===== config.mk =====
export PLATFORM = sky130hd
export DESIGN_NAME = uart_rx_param
export DESIGN_NICKNAME = d
export VERILOG_FILES = /design/src/rtl/uart_pkg.sv /design/src/rtl/uart_baud_tick.sv /design/src/rtl/uart_rx_param.sv
export SDC_FILE = /design/constraint.sdc
export NUM_CORES = 1
export LEC_CHECK = 0
export ABC_AREA = 1
export CAP_MARGIN = 20
export CORE_UTILIZATION = 43
export DETAILED_ROUTE_END_ITERATION = 6
export SLEW_MARGIN = 10
export SYNTH_ARGS = -nofsm -noshare
export SYNTH_HDL_FRONTEND = slang
export SYNTH_SLANG_ARGS = --single-unit

===== constraint.sdc =====
create_clock -name CLK_50M -period 3.7 [get_ports CLK_50M]
set_input_delay 0.925 -clock CLK_50M [delete_from_list [all_inputs] [get_ports CLK_50M]]
set_output_delay 0.925 -clock CLK_50M [all_outputs]
set_load 0.05 [all_outputs]

===== src/rtl/uart_pkg.sv =====
`default_nettype none
`timescale 1ns/1ps
// ============================================================================
// Module      : uart_pkg
// Description : Shared UART types, parity encodings and baud divider helper.
// Revision    : 1.0 - initial release
// ============================================================================
package uart_pkg;

    localparam int PAR_NONE = 0;
    localparam int PAR_ODD  = 1;
    localparam int PAR_EVEN = 2;

    typedef enum logic [2:0] {
        ST_IDLE   = 3'd0,
        ST_START  = 3'd1,
        ST_DATA   = 3'd2,
        ST_PARITY = 3'd3,
        ST_STOP   = 3'd4
    } rx_state_e;

    // Rounded clocks-per-oversample-tick.
    function automatic int calc_div(input longint clk, input longint baud, input longint os);
        return int'((clk + (baud * os) / 2) / (baud * os));
    endfunction

endpackage
`default_nettype wire


===== src/rtl/uart_baud_tick.sv =====
`default_nettype none
`timescale 1ns/1ps
// ============================================================================
// Module      : uart_baud_tick
// Description : Free-running divider emitting a one-cycle tick every DIV clocks,
//               with a synchronous restart used to align to a start edge.
// Revision    : 1.0 - initial release
// ============================================================================
module uart_baud_tick #(
    parameter int DIV = 1
) (
    input  logic clk_i,
    input  logic rst_i,
    input  logic restart_i,
    output logic tick_o
);

    localparam int            CW     = (DIV > 1) ? $clog2(DIV) : 1;
    localparam logic [CW-1:0] C_LAST = CW'(DIV - 1);

    generate
        if (DIV < 1) begin : g_div_check
            $error("uart_baud_tick: DIV must be at least 1");
        end
    endgenerate

    logic [CW-1:0] cnt_q;
    logic [CW-1:0] cnt_d;

    assign tick_o = (cnt_q == C_LAST);

    always_comb begin
        cnt_d = cnt_q + CW'(1);
        if (restart_i || (cnt_q == C_LAST)) begin
            cnt_d = '0;
        end
    end

    always_ff @(posedge clk_i) begin
        if (rst_i) begin
            cnt_q <= '0;
        end else begin
            cnt_q <= cnt_d;
        end
    end

endmodule
`default_nettype wire


===== src/rtl/uart_rx_param.sv =====
`default_nettype none
`timescale 1ns/1ps
// ============================================================================
// Module      : uart_rx_param
// Description : Parametrised oversampling UART receiver with majority vote,
//               false-start rejection, error flags and a valid/ready holding register.
// Revision    : 1.0 - initial release
// ============================================================================
module uart_rx_param
    import uart_pkg::*;
#(
    parameter int CLK_FREQ   = 50000000,
    parameter int BAUD       = 115200,
    parameter int OVERSAMPLE = 16,
    parameter int DATA_BITS  = 8,
    parameter int PARITY     = 0,
    parameter int STOP_BITS  = 1
) (
    input  logic                 CLK_50M,
    input  logic                 RST,
    input  logic                 UART_RX,
    input  logic                 rx_ready,
    output logic [DATA_BITS-1:0] rx_data,
    output logic                 rx_valid,
    output logic                 parity_err,
    output logic                 frame_err,
    output logic                 overrun_err,
    output logic                 rx_busy
);

    localparam int            DIV      = calc_div(CLK_FREQ, BAUD, OVERSAMPLE);
    localparam int            SW       = $clog2(OVERSAMPLE);
    localparam int            BW       = $clog2(DATA_BITS);
    localparam logic [SW-1:0] C_S_LO   = SW'(OVERSAMPLE / 2 - 1);
    localparam logic [SW-1:0] C_S_MID  = SW'(OVERSAMPLE / 2);
    localparam logic [SW-1:0] C_S_HI   = SW'(OVERSAMPLE / 2 + 1);
    localparam logic [SW-1:0] C_S_LAST = SW'(OVERSAMPLE - 1);
    localparam logic [BW-1:0] C_B_LAST = BW'(DATA_BITS - 1);
    localparam logic [BW-1:0] C_STOP_L = BW'(STOP_BITS - 1);

    generate
        if (OVERSAMPLE < 8 || OVERSAMPLE > 32 || (OVERSAMPLE % 2) != 0) begin : g_bad_os
            $error("uart_rx_param: OVERSAMPLE must be even and within 8..32");
        end
        if (DATA_BITS < 5 || DATA_BITS > 9) begin : g_bad_db
            $error("uart_rx_param: DATA_BITS must be within 5..9");
        end
        if (PARITY < PAR_NONE || PARITY > PAR_EVEN) begin : g_bad_par
            $error("uart_rx_param: PARITY must be 0, 1 or 2");
        end
        if (STOP_BITS < 1 || STOP_BITS > 2) begin : g_bad_stop
            $error("uart_rx_param: STOP_BITS must be 1 or 2");
        end
    endgenerate

    rx_state_e              state_q, state_d;
    logic                   sync1_q, rx_s_q, rx_p_q;
    logic [SW-1:0]          scnt_q, scnt_d;
    logic [BW-1:0]          bcnt_q, bcnt_d;
    logic                   s0_q, s0_d, s1_q, s1_d;
    logic [DATA_BITS-1:0]   sh_q, sh_d;
    logic                   perr_q, perr_d, ferr_q, ferr_d;
    logic [DATA_BITS-1:0]   data_q, data_d;
    logic                   valid_q, valid_d, pout_q, pout_d, fout_q, fout_d, ovr_q, ovr_d;
    logic                   w_tick, w_restart, w_centre, w_wrap, w_vote, w_par_exp, w_complete;

    uart_baud_tick #(
        .DIV(DIV)
    ) u_tick (
        .clk_i    (CLK_50M),
        .rst_i    (RST),
        .restart_i(w_restart),
        .tick_o   (w_tick)
    );

    assign w_centre  = w_tick && (scnt_q == C_S_HI);
    assign w_wrap    = w_tick && (scnt_q == C_S_LAST);
    assign w_vote    = (s0_q & s1_q) | (s0_q & rx_s_q) | (s1_q & rx_s_q);
    assign w_par_exp = (PARITY == PAR_ODD) ? ~(^sh_q) : (^sh_q);

    always_comb begin
        state_d    = state_q;
        scnt_d     = scnt_q;
        bcnt_d     = bcnt_q;
        s0_d       = s0_q;
        s1_d       = s1_q;
        sh_d       = sh_q;
        perr_d     = perr_q;
        ferr_d     = ferr_q;
        w_restart  = 1'b0;
        w_complete = 1'b0;

        if (w_tick && (state_q != ST_IDLE)) begin
            scnt_d = (scnt_q == C_S_LAST) ? '0 : scnt_q + SW'(1);
            if (scnt_q == C_S_LO) s0_d = rx_s_q;
            if (scnt_q == C_S_MID) s1_d = rx_s_q;
        end

        case (state_q)
            ST_IDLE: begin
                if (rx_p_q && !rx_s_q) begin
                    w_restart = 1'b1;
                    scnt_d    = '0;
                    bcnt_d    = '0;
                    perr_d    = 1'b0;
                    ferr_d    = 1'b0;
                    state_d   = ST_START;
                end
            end
            ST_START: begin
                if (w_centre && w_vote) begin
                    state_d = ST_IDLE;
                end else if (w_wrap) begin
                    state_d = ST_DATA;
                end
            end
            ST_DATA: begin
                if (w_centre) sh_d = {w_vote, sh_q[DATA_BITS-1:1]};
                if (w_wrap) begin
                    if (bcnt_q == C_B_LAST) begin
                        bcnt_d  = '0;
                        state_d = (PARITY != PAR_NONE) ? ST_PARITY : ST_STOP;
                    end else begin
                        bcnt_d = bcnt_q + BW'(1);
                    end
                end
            end
            ST_PARITY: begin
                if (w_centre && (w_vote != w_par_exp)) perr_d = 1'b1;
                if (w_wrap) state_d = ST_STOP;
            end
            ST_STOP: begin
                // The last stop bit ends the frame at its centre so a following
                // start edge half a bit later is still seen from IDLE.
                if (w_centre) begin
                    if (!w_vote) ferr_d = 1'b1;
                    if (bcnt_q == C_STOP_L) begin
                        w_complete = 1'b1;
                        state_d    = ST_IDLE;
                    end
                end else if (w_wrap) begin
                    bcnt_d = bcnt_q + BW'(1);
                end
            end
            default: state_d = ST_IDLE;
        endcase
    end

    always_comb begin
        data_d  = data_q;
        valid_d = valid_q;
        pout_d  = pout_q;
        fout_d  = fout_q;
        ovr_d   = 1'b0;
        if (w_complete) begin
            if (!valid_q || rx_ready) begin
                data_d  = sh_q;
                pout_d  = perr_q;
                fout_d  = ferr_q | ~w_vote;
                valid_d = 1'b1;
            end else begin
                ovr_d = 1'b1;
            end
        end else if (valid_q && rx_ready) begin
            valid_d = 1'b0;
        end
    end

    always_ff @(posedge CLK_50M) begin
        if (RST) begin
            sync1_q <= 1'b1;
            rx_s_q  <= 1'b1;
            rx_p_q  <= 1'b1;
            state_q <= ST_IDLE;
            scnt_q  <= '0;
            bcnt_q  <= '0;
            s0_q    <= 1'b0;
            s1_q    <= 1'b0;
            sh_q    <= '0;
            perr_q  <= 1'b0;
            ferr_q  <= 1'b0;
            data_q  <= '0;
            valid_q <= 1'b0;
            pout_q  <= 1'b0;
            fout_q  <= 1'b0;
            ovr_q   <= 1'b0;
        end else begin
            sync1_q <= UART_RX;
            rx_s_q  <= sync1_q;
            rx_p_q  <= rx_s_q;
            state_q <= state_d;
            scnt_q  <= scnt_d;
            bcnt_q  <= bcnt_d;
            s0_q    <= s0_d;
            s1_q    <= s1_d;
            sh_q    <= sh_d;
            perr_q  <= perr_d;
            ferr_q  <= ferr_d;
            data_q  <= data_d;
            valid_q <= valid_d;
            pout_q  <= pout_d;
            fout_q  <= fout_d;
            ovr_q   <= ovr_d;
        end
    end

    assign rx_data     = data_q;
    assign rx_valid    = valid_q;
    assign parity_err  = pout_q;
    assign frame_err   = fout_q;
    assign overrun_err = ovr_q;
    assign rx_busy     = (state_q != ST_IDLE);

endmodule
`default_nettype wire


======== After elaboration in Yosys (flattened, before gate mapping) ========
Index checks and enable logic that the tools add are counted.
cells by class
  reduce and logical (&&, ||, !) cells .... 30
  muxes and demuxes ....................... 34
  add/subtract/negate cells ............... 3
  eq/ne operators ......................... 23
  bitwise gates (word level) .............. 8
operator list
  operator                                                               number
  3-bit two-way mux                                                      13
  2-bit != test, second input constant                                   10
  4-bit two-way mux                                                      4
  3-bit one-hot mux with 5 select lines                                  1
  1-bit two-way mux                                                      13
  4-bit equality test, second input constant                             3
  2-bit AND reduction                                                    5
  3-bit one-hot mux with 3 select lines                                  1
  8-bit XOR reduction                                                    1
  1-bit logical AND                                                      7
  7-bit AND reduction                                                    1
  3-bit by 2-bit equality test with 1-bit output, second input constant  2
  3-bit equality test, second input constant                             2
  3-bit logical NOT                                                      2
  2-bit nonzero test                                                     3
  3-bit nonzero test                                                     2
  5-bit by 1-bit adder with 5-bit output, second input constant          1
  5-bit equality test, second input constant                             1
  5-bit AND reduction                                                    1
  4-bit by 1-bit adder with 4-bit output, second input constant          1
  4-bit by 3-bit equality test with 1-bit output, second input constant  1
  1-bit one-hot mux with 2 select lines                                  2
  4-bit AND reduction                                                    1
  2-bit OR reduction                                                     2
  other kinds (11)                                                       18
word-level totals
  bits of input ports ..................... 4
  output and inout bits ................... 13
  bits in registers ....................... 42
  logic and storage cells ................. 115

======== Longest topological paths before layout ========
Gate-level depths: netlist of run 1.
  word-level depth ........................ 7
  mapped depth ............................ 11
  mapped depth without buffers ............ 11

======== By module ========
From an unflattened synthesis of run 1, not the netlist that was laid out.
unflattened totals
  cells, all modules ...................... 289
  area, all modules ....................... 2,079.5 um^2
by module, submodules not included
  module          cells an instance  seq. area each (um^2)  area each (um^2)  times used
  uart_rx_param   256                740.7                  1,829.3           1
  uart_baud_tick  33                 100.1                  250.2             1

======== Least setup slack after synthesis of run 1 ========
Ideal clock, no wire load.
  kind .................................... flip-flop to output port
  from .................................... register state_q[2]
  to ...................................... output rx_busy
  data required time ...................... 2.775 ns
  buffers on the path ..................... 0
  setup slack ............................. 1.974 ns
  arrival time ............................ 0.801 ns
  cell stages (with the launch flop) ...... 3
  path through ............................ dfxtp_1 inv_2 nand2_2
between the ends
  longest elaborated chain between the ends .. 1
RTL lines
  item                    line                  text
  from (decl)             uart_rx_param.sv:56   rx_state_e state_q, state_d;
  from (signal assigned)  uart_rx_param.sv:191  state_q <= state_d;
  3-bit nonzero test      uart_rx_param.sv:212  assign rx_busy = (state_q != ST_IDLE);
  to (decl)               uart_rx_param.sv:28   output logic rx_busy
Every way passes these cells.

======== Final worst setup path of run 1 ========
Same ends and word-level chain as after synthesis.

==> flow_metrics.env, run 1 <==
export IMPL_status="complete, but fails checks"
export IMPL_violations="design-rule violations"
export IMPL_ys_warn_count=0
export IMPL_tns_ps=0
export IMPL_ys_ff_latch=42
export IMPL_area_growth_syn_to_layout_pct=15.27
export IMPL_routed_wl_met3_um=125
export IMPL_crit_fanout=7
export IMPL_end_kind="primary output"
export IMPL_rows=24
export IMPL_start_util=0.4555
export IMPL_crit_family="buffers and inverters"
export IMPL_place_gp_congestion=0.7992
export IMPL_die_area_sq_mm=0.004986
export IMPL_n_antenna_cell=0
export IMPL_fin_cells=353
export IMPL_viasPerCell=4.977
export IMPL_finalHoldViolCount=0
export IMPL_pwr_share_clk=0.334
export IMPL_hold_class="flop to flop"
export IMPL_synth_seq_area_share=0.4153
export IMPL_final_cell_area_sq_mm=0.002333
export IMPL_fp_dieH_um=70.62
export IMPL_syn_mean_instance_area_sq_um=7.204
export IMPL_max_slew_worst_pin_slew_ps=918.4
export IMPL_hpwl_um=2907
export IMPL_rsz0062_at_grt="false"
export IMPL_fin_crit_sh=0.7527
export IMPL_multi_input_area_sq_mm=0.001018
export IMPL_critPathMaxStageDelay_ps=820
export IMPL_p_seq_frac=0.461
export IMPL_first_global_vias=1567
export IMPL_whs_ps=425.5
export IMPL_combPwrFrac=0.205
export IMPL_insertion_delay_ps=300
export IMPL_grt_overflow=0
export IMPL_drt_iter0_drc=64
export IMPL_wl_per_cell_um=11.28
export IMPL_ioPinCount=17
export IMPL_grt_max_degree=28
export IMPL_fmax_mhz=359.0
export IMPL_die_w_um=70.62
export IMPL_slew_headroom=0.3826
export IMPL_core_area_sq_mm=0.004444
export IMPL_critPathKind="flop to primary output"
export IMPL_cts_resized=0
export IMPL_worst_path_buf_inv=2
export IMPL_placed_area_sq_mm=0.002223
export IMPL_worstPathRequired_ps=2770
export IMPL_grt_pass1_wl_um=7044
export IMPL_hold_buffers=0
export IMPL_p_switching_uw=329.4
export IMPL_worstPathCellList="inv_2 > nand2_2 > clkdlybuf4s50_1"
export IMPL_htreeDepth=2
export IMPL_drt_pass1_iter_count=6
export IMPL_wl_met2_um=1818
export IMPL_period_minus_slack_ps=2785
export IMPL_cts_inserted_buffers=5
export IMPL_layout_drive_gt1_share=0.07641
export IMPL_fillerInstances=471
export IMPL_tritoncts="done"
export IMPL_wl_um=3981
export IMPL_p_int_uw=749.5
export IMPL_drc=4
export IMPL_num_vias=1757
export IMPL_wl_met1_um=1978
export IMPL_postCtsSetupBuffers=0
export IMPL_synth_area_sq_mm=0.002024
export IMPL_swShare=0.3053
export IMPL_cts_sinks=42
export IMPL_fin_worst_skew_ps=7.146
export IMPL_syn_num_nets=293
export IMPL_vdd_ir_drop_max_mv=0.3398
export IMPL_grt_util_all_layers=0.1781
export IMPL_p_leak_uw=0.0009705
export IMPL_antenna_found_initial=0
export IMPL_regArea_sq_um=840.8
export IMPL_cts_root_buf="clkbuf_8"
export IMPL_crit_slowest_cell="clkdlybuf4s50_1"
export IMPL_top_layer="met4"
export IMPL_setup_viol=0
export IMPL_syn_inst=281
export IMPL_start_kind="flop"
export IMPL_worst_ep_arrival_time_ps=1860
export IMPL_p_per_area_mw_per_mm2=462.4
export IMPL_drv_slew=0
export IMPL_synth_distinct_cells=28
export IMPL_io_buffers=16
export IMPL_ant_nets=0
export IMPL_clk_pin_slew_ps=80
export IMPL_nNetsFinal=312
export IMPL_post_place_cells=345
export IMPL_clockBufferDepth=2
export IMPL_maxCapViolCount=0
sequential cells by signal, summed over array words and instances, names as in the netlist:
signal	count
bcnt_q	3
ferr_q	1
frame_err	1
overrun_err	1
parity_err	1
perr_q	1
rx_data	8
rx_p_q	1
rx_s_q	1
rx_valid	1
s0_q	1
s1_q	1
scnt_q	4
sh_q	8
state_q	3
sync1_q	1
u_tick.cnt_q	5
cell usage in the layout, fill, tap and decap left out, types with 2 or more instances in the layout:
cell type	count
a21oi_1	28
clkbuf_8	5
clkdlybuf4s50_1	16
dfxtp_1	42
ha_1	8
inv_1	35
inv_2	2
nand2_1	65
nand2_4	2
nand3_1	15
nand4_1	5
nor2_1	27
nor2_2	3
nor2_4	3
nor3_1	2
o21ai_0	25
o21ai_1	2
or2_2	2
xor2_1	2
synthesized netlist by cell type (all sizes together):
library cell | number | area, sq um
xor2 | 2 | 17.52
nor4 | 1 | 12.51
nor2 | 33 | 153.9
dfxtp | 42 | 840.8
nand2 | 68 | 272.8
ha | 8 | 100.1
nor3 | 2 | 10.01
o21ai | 27 | 135.1
a211oi | 1 | 7.510
nand3b | 1 | 7.510
o21a | 1 | 7.510
and2 | 1 | 6.260
nand3 | 16 | 85.08
inv | 37 | 138.9
clkbuf | 1 | 3.750
or2 | 2 | 12.51
nand4 | 6 | 43.79
a21oi | 28 | 140.1
buf | 3 | 22.52
o22ai | 1 | 6.260
area by class of cell:
type                       count  share of cell area
clock buffer                   6             0.03110
multi-input combinational    198              0.4365
inverter                      37             0.05952
sequential                    42              0.3603
timing repair buffer          16             0.06863
clock inverter                 2             0.01609
tap                           52             0.02788
final timing paths:
check	from	end	slack, ps	cells past startpoint
max	state_q[2]	rx_busy	910	3
max reg2reg	u_tick.cnt_q[0]	rx_data[2]	1650	8
min reg2reg	sync1_q	rx_s_q	430	1
min	sync1_q	rx_s_q	430	1
metrics by stage:
stage,worst slack [ps],total power (uW),util
2_1_floorplan,1974,677.5,-
3_3_place_gp,1071,726.8,0.5003
3_5_place_dp,1034,727.4,0.5003
4_1_cts,902.0,1090,0.5251
5_1_grt,834.2,1148,0.5251
6_report,914.8,1079,0.5251
metal layers:
metal / GRT usage / up-vias
met5: 0 / -
met4: 0.06000 / 0
met3: 0.04274 / 6
met2: 0.2913 / 22
met1: 0.2328 / 783
li1: - / 946
power by group through the flow:
stage / registers, uW / logic, uW / clock network (uW)
floorplan: 504 / 174 / 0
global route: 502 / 252 / 393
CTS: 498 / 222 / 371
detailed placement: 509 / 219 / 0
global placement: 509 / 218 / 0
finish: 498 / 221 / 360
cells by family (layout without fill, tap and decap cells):
| family | after synthesis | after routing | share of synthesized area |
|---|---|---|---|
| AND/OR/NAND/NOR | 130 | 130 | 0.2985 |
| flip-flops | 42 | 42 | 0.4153 |
| AO/OA/AOI/OAI | 58 | 58 | 0.1465 |
| adder cells (fa/ha/maj) | 8 | 8 | 0.04945 |
| XOR/XNOR | 2 | 2 | 0.008654 |
| buffers and inverters | 41 | 61 | 0.08158 |
Note: power is estimated with default switching activity, not from simulation.
==> inputs of run 2 (changes only) <==
- clock period: 3.7 -> 2.8 ns (I/O delays scaled with it)
==> run 2 against run 1 <==
  * The run still ends with design-rule violations left
  * Combinational power rose by 32%
  * Critical path depth did not move
  * Core utilization fell by 0.25 points
  * Largest power group unchanged
==> flow_metrics.env, run 2 (same netlist as run 1, synthesis figures left out) <==
export IMPL_status="complete, but fails checks"
export IMPL_violations="design-rule violations"
export IMPL_hpwl_um=2979
export IMPL_fin_worst_skew_ps=2.367
export IMPL_wl_per_cell_um=11.00
export IMPL_layout_drive_gt1_share=0.07921
export IMPL_hold_buffers=0
export IMPL_rsz0062_at_grt="false"
export IMPL_layout_common_cells="65 x nand2_1, 42 x dfxtp_1, 35 x inv_1"
export IMPL_place_ws_ps=584.5
export IMPL_critPathKind="flop to primary output"
export IMPL_slew_headroom=0.6633
export IMPL_first_global_vias=1678
export IMPL_drc=4
export IMPL_rows=24
export IMPL_fp_dieH_um=70.62
export IMPL_htreeDepth=2
export IMPL_grt_overflow=0
export IMPL_finalHoldViolCount=0
export IMPL_clockBufferDepth=2
export IMPL_start_util=0.4555
export IMPL_drv_slew=0
export IMPL_p_leak_uw=0.0009724
export IMPL_cts_inserted_buffers=5
export IMPL_postCtsSetupBuffers=0
export IMPL_critPathMaxStageDelay_ps=820
export IMPL_maxCapViolCount=0
export IMPL_die_w_um=70.62
export IMPL_die_area_sq_mm=0.004986
export IMPL_insertion_delay_ps=280
export IMPL_grt_max_degree=17
export IMPL_setup_ws_ps=266.5
export IMPL_ioPinCount=17
export IMPL_drt_pass1_iter_count=6
export IMPL_period_minus_slack_ps=2534
export IMPL_hold_class="flop to flop"
export IMPL_grt_util_all_layers=0.1766
export IMPL_vdd_ir_drop_max_mv=0.2959
export IMPL_core_area_sq_mm=0.004444
export IMPL_viasPerCell=4.932
export IMPL_num_vias=1751
export IMPL_start_kind="flop"
export IMPL_postLayoutCoreUtil=0.5225
export IMPL_power_uw=1303
export IMPL_worstPathRequired_ps=2100
export IMPL_area_growth_syn_to_layout_pct=14.71
export IMPL_ant_nets=0
export IMPL_crit_slowest_cell="clkdlybuf4s50_1"
export IMPL_crit_fanout=7
export IMPL_end_kind="primary output"
export IMPL_p_per_area_mw_per_mm2=561.2
export IMPL_fmax_mhz=394.7
export IMPL_cts_sinks=42
export IMPL_place_gp_congestion=0.9107
export IMPL_worstPathCellList="inv_2 > nand2_2 > clkdlybuf4s50_1"
export IMPL_fillerInstances=457
export IMPL_n_antenna_cell=0
export IMPL_fin_crit_sh=0.9048
export IMPL_wl_um=3904
export IMPL_worst_ep_arrival_time_ps=1830
export IMPL_max_slew_worst_pin_slew_ps=503.4
export IMPL_setup_viol=0
export IMPL_final_common_cell="nand2_1"
export IMPL_tritoncts="done"
export IMPL_cts_root_buf="clkbuf_8"
export IMPL_nNetsFinal=315
export IMPL_io_buffers=16
export IMPL_cts_resized=0
export IMPL_grt_pass1_wl_um=6996
export IMPL_tns_ps=0
export IMPL_clk_pin_slew_ps=70
export IMPL_antenna_found_initial=0
export IMPL_drt_iter0_drc=85
## run 2: changes by cell type in the layout (fill, tap and decap cells not counted), sizes merged
cell / previous run / this run
bufinv: 1 / 0
clkbuf: 6 / 7
buf: 0 / 3
clkinvlp: 1 / 0
## run 2: path summary, 6_finish.rpt
path / cells past startpoint / endpoint / slack, ps / from
worst max-delay path: 3 / rx_busy / 270 / state_q[2]
worst min-delay path: 1 / rx_s_q / 410 / sync1_q
worst max register to register: 7 / sh_q[2] / 1130 / u_tick.cnt_q[0]
worst min register to register: 1 / rx_s_q / 410 / sync1_q
## run 2: critical path, delay by kind of cell, from the launching register on
kind / cells / cell delay (ps)
buf+inv: 2 / 910
flops: 1 / 490
simple gates: 1 / 150
## run 2: metal layers
layer,wire (um),track usage
met1,1959,0.2167
met2,1778,0.3064
met3,110,0.03989
met4,55,0.06222
met5,0,0
## run 2: area by class of cell
| class | instances | area (sq um) | area share |
|---|---|---|---|
| Multi-Input combinational cell | 198 | 1018 | 0.4386 |
| Sequential cell | 42 | 840.8 | 0.3621 |
| Timing Repair Buffer | 19 | 182.7 | 0.07866 |
| Inverter | 37 | 138.9 | 0.05981 |
| Clock buffer | 7 | 76.32 | 0.03287 |
| Tap cell | 52 | 65.06 | 0.02802 |
## run 2: where the power goes
part | switching (uW) | internal [uW] | leakage (uW)
clock | 183 | 172 | 0.0000383
combinational | 192 | 100 | 0.000594
sequential | 30.8 | 627 | 0.000340
## run 2: stage by stage
| step | std cells | area (sq um) | hold slack [ps] |
|---|---|---|---|
| 6_report | 355 | 2322 | 411.1 |
| 5_1_grt | 355 | 2322 | 436.1 |
| 4_1_cts | 355 | 2322 | 414.5 |
| 3_5_place_dp | 348 | 2246 | 393.4 |
| 3_3_place_gp | 348 | 2246 | 396.7 |
| 2_1_floorplan | 281 | 2024 | 389.5 |
